### src/rtl/fetch_ifid_stage.sv
// Fetch stage plus IF/ID pipeline register for the 16-bit WISC pipeline.
// Optional stall/bubble performance counters when FETCH_PERF_CNT_EN is defined.
module fetch_ifid_stage #(
    parameter logic [15:0] RESET_PC  = 16'h0000,
    parameter logic [15:0] NOP_INSTR = 16'h0800,
    parameter logic [15:0] PC_STEP   = 16'd2
) (
    input  logic        clk,
    input  logic        rst,
    output logic [15:0] imem_addr,
    input  logic [15:0] imem_instr,
    input  logic        imem_stall,
    input  logic        stall_in,
    input  logic        redirect,
    input  logic [15:0] redirect_pc,
    output logic [15:0] ifid_instr,
    output logic [15:0] ifid_pc_inc,
    output logic        ifid_valid,
`ifdef FETCH_PERF_CNT_EN
    output logic [15:0] stall_cnt,
    output logic [15:0] bubble_cnt,
`endif
    output logic        halted
);

    typedef struct packed {
        logic [15:0] instr;
        logic [15:0] pc_inc;
        logic        valid;
    } ifid_t;

    localparam ifid_t BUBBLE = '{instr: NOP_INSTR, pc_inc: 16'h0000, valid: 1'b0};

    logic [15:0] pc;
    logic [15:0] pc_next_seq;
    logic        is_halt;
    ifid_t       ifid;

    assign pc_next_seq = pc + PC_STEP;
    assign is_halt     = (imem_instr[15:11] == 5'b00000);

    assign imem_addr   = pc;
    assign ifid_instr  = ifid.instr;
    assign ifid_pc_inc = ifid.pc_inc;
    assign ifid_valid  = ifid.valid;

    // Priority: redirect > stall_in > halted > imem_stall > normal fetch.
    always_ff @(posedge clk or posedge rst) begin
        if (rst) begin
            pc     <= RESET_PC;
            ifid   <= BUBBLE;
            halted <= 1'b0;
        end else if (redirect) begin
            pc     <= redirect_pc;
            ifid   <= BUBBLE;
            halted <= 1'b0;
        end else if (stall_in) begin
            pc     <= pc;
        end else if (halted || imem_stall) begin
            ifid   <= BUBBLE;
        end else begin
            // A HALT is latched like any instruction but freezes the PC behind it.
            pc     <= is_halt ? pc : pc_next_seq;
            ifid   <= '{instr: imem_instr, pc_inc: pc_next_seq, valid: 1'b1};
            halted <= is_halt;
        end
    end

`ifdef FETCH_PERF_CNT_EN
    logic stall_evt;
    logic bubble_evt;

    assign stall_evt  = stall_in && !redirect;
    assign bubble_evt = redirect || (!stall_in && (halted || imem_stall));

    always_ff @(posedge clk or posedge rst) begin
        if (rst) begin
            stall_cnt  <= 16'h0000;
            bubble_cnt <= 16'h0000;
        end else begin
            if (stall_evt && stall_cnt != 16'hFFFF)
                stall_cnt <= stall_cnt + 16'd1;
            if (bubble_evt && bubble_cnt != 16'hFFFF)
                bubble_cnt <= bubble_cnt + 16'd1;
        end
    end
`endif

endmodule

### config.mk
export PLATFORM = sky130hd
export DESIGN_NAME = fetch_ifid_stage
export DESIGN_NICKNAME = d
export VERILOG_FILES = /design/src/rtl/fetch_ifid_stage.sv
export SDC_FILE = /design/constraint.sdc
export NUM_CORES = 1
export LEC_CHECK = 0
export ABC_AREA = 1
export CAP_MARGIN = 10
export CORE_ASPECT_RATIO = 1.4
export CORE_MARGIN = 1.5
export CORE_UTILIZATION = 40
export DETAILED_ROUTE_END_ITERATION = 16
export GPL_TIMING_DRIVEN = 0
export HOLD_SLACK_MARGIN = 0.02
export PLACE_DENSITY = 0.83
export SLEW_MARGIN = 20
export SYNTH_ARGS = -nofsm -noshare
export SYNTH_HDL_FRONTEND = slang
export SYNTH_SLANG_ARGS = --single-unit
### constraint.sdc
create_clock -name clk -period 2.54 [get_ports clk]
set_input_delay 0.381 -clock clk [delete_from_list [all_inputs] [get_ports clk]]
set_output_delay 0.381 -clock clk [all_outputs]
set_load 0.05 [all_outputs]
# After elaboration in Yosys (flattened, before gate mapping)
# Cells that the tools add are included.
# op_classes
n_eq_ne,3
reduce_logical,4
mux,10
add_sub_neg,1
# ops
operator,count
two-way mux 33 bit,3
two-way mux 16 bit,4
adder 16 x 2 -> 16 bit (second input constant),1
logical NOT 5 bit,1
inequality test 2 bit (second input constant),2
two-way mux 1 bit,3
AND reduction 3 bit,1
inequality test 2 x 1 -> 1 bit (second input constant),1
AND reduction 2 bit,1
logical OR 1 bit,1
# totals
elab_cells,23
regBits,50

# Logic depth before layout (Yosys ltp)
# logic_depth
ltp_word,5
depth_mapped,9

# Worst setup path after synthesis
# Ideal clock, no wire load.
# synth_timing
path_kind,reg-to-reg
startpoint,register pc[1] (netlist: imem_addr[1])
endpoint,register pc[9] (netlist: imem_addr[9])
synth_period_minus_slack_ns,1.725
path_buffers,0
path_stages_with_launch,9
arrival_ns,1.607
slack_ns,0.815
cell_sequence,dfrtp_1 ha_1 nand2_1 nor2_2 nand2_1 xor2_1 nand2_1 nand2_1 nand2_1
# synth_via
elab_chain_len,5
# synth_rtl
item,line_no,source
"start, declared",34,logic [15:0] pc;
"start signal, assigned",54,pc <= redirect_pc;
"start signal, assigned",58,pc <= pc;
"start signal, assigned",63,pc <= is_halt ? pc : pc_next_seq;
adder 16 x 2 -> 16 bit,39,assign pc_next_seq = pc + PC_STEP;
two-way mux 16 bit,63,
two-way mux 16 bit,59,end else if (halted || imem_stall) begin
two-way mux 16 bit,57,end else if (stall_in) begin
two-way mux 16 bit,53,end else if (redirect) begin
# No other way between the ends. The select of a mux whose other input is x is not followed.
# A chain may end at the register's enable or synchronous reset.

# Final worst setup path
# layout_timing
startpoint,"register ifid, in the netlist ifid_instr[11]"
endpoint,output port ifid_instr[11]
# layout_rtl
item,line_no,source
"start, declared",37,ifid_t ifid;
"start signal, assigned",64,"ifid <= '{instr: imem_instr, pc_inc: pc_next_seq, valid: 1'b1};"
"end, declared",16,"output logic [15:0] ifid_instr,"
# No word-level cell between the ends.

==> impl_metrics.ini <==
[status]
status = complete, no violations

[synth]
synth_warnings = 0
syn_inst = 288
synth-adder-area-share_pct = 0.5266
synth_compound_gate_area_share_pct = 10.22
synth_top_area_share_pct = 51.61
mappedNetlistArea_mm2 = 0.002376
yosys-mux-area-fraction_pct = 0
yosys.area.top_type = dfrtp_1
ys_ff_latch = 50
synth_area_leaders = dfrtp_1 52%, nand2_1 17%, a22o_1 5.2%
yosys.area_share.simple_pct = 28.54
avgSynthCellArea_um2 = 8.250
synth.distinct_cells = 22
synth_top_family_by_area = simple AND/OR/NAND/NOR gates
syn_nets = 326
synth-xor-area-share_pct = 2.580
ys_seq_area_share_pct = 52.71

[setup_path]
crit_fanout = 2
r2r-end = imem_addr[9]
worstSetupPathType = reg2out
cp_top_family = buffers and inverters
r2r-start = imem_addr[1]
max_stage_delay_ns = 0.80
crit_path_end_kind = output pin
cp_data_required_time_ns = 2.16
reg2reg_slack_ns = 0.96
worst_ep_arrival_time_ns = 1.64
worstRegToRegCells = 8
cp-start-kind = flop
path_buf_inv = 1
worstPathCellList = clkdlybuf4s50_1
slowest_stage = clkdlybuf4s50_1

[floorplan]
chipWidth_um = 68.14
io_pins = 87
rows = 33
start_util_pct = 41.10
dieArea_mm2 = 0.006418
fp.coreArea_mm2 = 0.005781
die_h_um = 94.19

[clocking]
numCtsBuffers = 5
clock_tree.buffer_depth = 2
clk_latency_ns = 0.30
cts_resized = 0
cts_setup_buffers = 0
cts.clk_slew.worst_paths_ns = 0.09
clock-sinks = 50
cts_tree = done
cts_max_level = 2
cts_root_buf = clkbuf_8
hold_buffers = 0

[timing]
fmax_mhz = 495.1
min_period_ns = 2.020
skew_ns = 0.004216
setup_violations = 0
worst-slew-pin-transition_ns = 0.6066
finalHoldViolations = 0
setup-tns-final_ns = 0
grt_setup_unrepaired = false
slew_violations = 0
slew_headroom_pct = 59.50
finalCritPeriodShare_pct = 79.52

[route]
detail_route.iter0.violations = 170
final_antenna_net_count = 0
routedWlPerCell_um = 13.57
drcViolationCount = 0
firstDrtPassIters = 4
drt-total-wl_um = 6148
vias_per_cell = 4.898
num_vias = 2219

[placement]
place.gp.congestion = 0.8538
hpwl_um = 4758
place_area_mm2 = 0.003352
portBuffers = 86

[grt]
grt_max_degree = 28
overflow = 0
grt_pass1_vias = 2210
grt_pass1_wl_um = 10330
grt_usage_pct = 21.17
antenna_found_initial = 0

[power_and_ir_drop]
p_per_area_mw_per_mm2 = 623.3
vdd_ir_drop_max_mv = 0.3049
p_leak_uw = 0.001631

[cells_and_area]
finalNetCount = 420
diodes = 0
syn2layout_area_growth_pct = 45.66
final_cell_area_mm2 = 0.003461
final_common_cell = nand2_1
drive_gt1_share_pct = 8.094
final_cell_mix = 107 x nand2_1, 86 x clkdlybuf4s50_1, 49 x dfrtp_1
fillers = 533

[job]
maxCapViolations = 0

[min_path]
hp-class = in2async
[cell families after synthesis]
kind of cell    count (synthesis)
buf+inv                        30
fa+ha+maj                       1
flops                          50
simple gates                  164
compound gates                 36
xor+xnor                        7
[report_power, final]
group          internal, uW  total [uW]  leakage [uW]  switching (uW)
clock network           290         550     0.0000579             260
registers               859         935      0.000656            76.1
logic                   240         672      0.000918             432
[worst max-delay path by stage]
stage,from,endpoint,cells after the start
finish,ifid_instr[11],ifid_instr[11],1
global route,ifid_instr[11],ifid_instr[11],1
CTS,ifid_instr[11],ifid_instr[11],1
detailed placement,redirect,imem_addr[8],8
global placement,rst,imem_addr[9],2
floorplan,imem_addr[1],imem_addr[9],8
[cells in the mapped netlist (all sizes together)]
library cell  count
dfstp             1
o32a              1
xnor2             3
dfrtp            49
inv              20
buf               8
o21ai            19
nand4             7
clkbuf            2
nand3            12
nor2             36
a22o             14
o211ai            2
ha                1
nand2           108
xor2              4
nor3              1
[state kept, by name, indices dropped and copies added, names as in the netlist]
register / count
ifid_instr: 16
imem_addr: 16
halted: 1
ifid_valid: 1
ifid_pc_inc: 16
[metal layers]
metal | part of all wire (%) | wire [um] | GRT usage (%)
met2 | 54 | 3293 | 36.89
met5 | 0 | 0 | 0
met4 | 1.3 | 82 | 7.000
met1 | 39 | 2400 | 26.21
met3 | 6.1 | 373 | 2.878
[layout make-up]
| class | instances | area (um2) | share of cell area (%) |
|---|---|---|---|
| timing repair buffer | 87 | 888.4 | 25.67 |
| buffer | 10 | 53.80 | 1.555 |
| clock buffer | 5 | 68.82 | 1.988 |
| multi-input combinational | 208 | 994.7 | 28.74 |
| inverter | 20 | 75.07 | 2.169 |
| tap | 70 | 87.58 | 2.531 |
| sequential | 50 | 1252 | 36.19 |
| clock inverter | 3 | 40.04 | 1.157 |
[through the flow]
step	util (%)	setup WS, ns	hold WS, ns	cells	power, uW
2_1_floorplan	-	0.8150	0.5020	288	1363
3_3_place_gp	57.51	0.05679	0.4620	444	1607
3_5_place_dp	57.99	0.5814	0.4650	445	1623
4_1_cts	59.87	0.5058	0.4893	453	2177
5_1_grt	59.87	0.4794	0.5083	453	2275
6_report	59.87	0.5202	0.4721	453	2157
No activity file was read; power rests on OpenSTA's default activity.
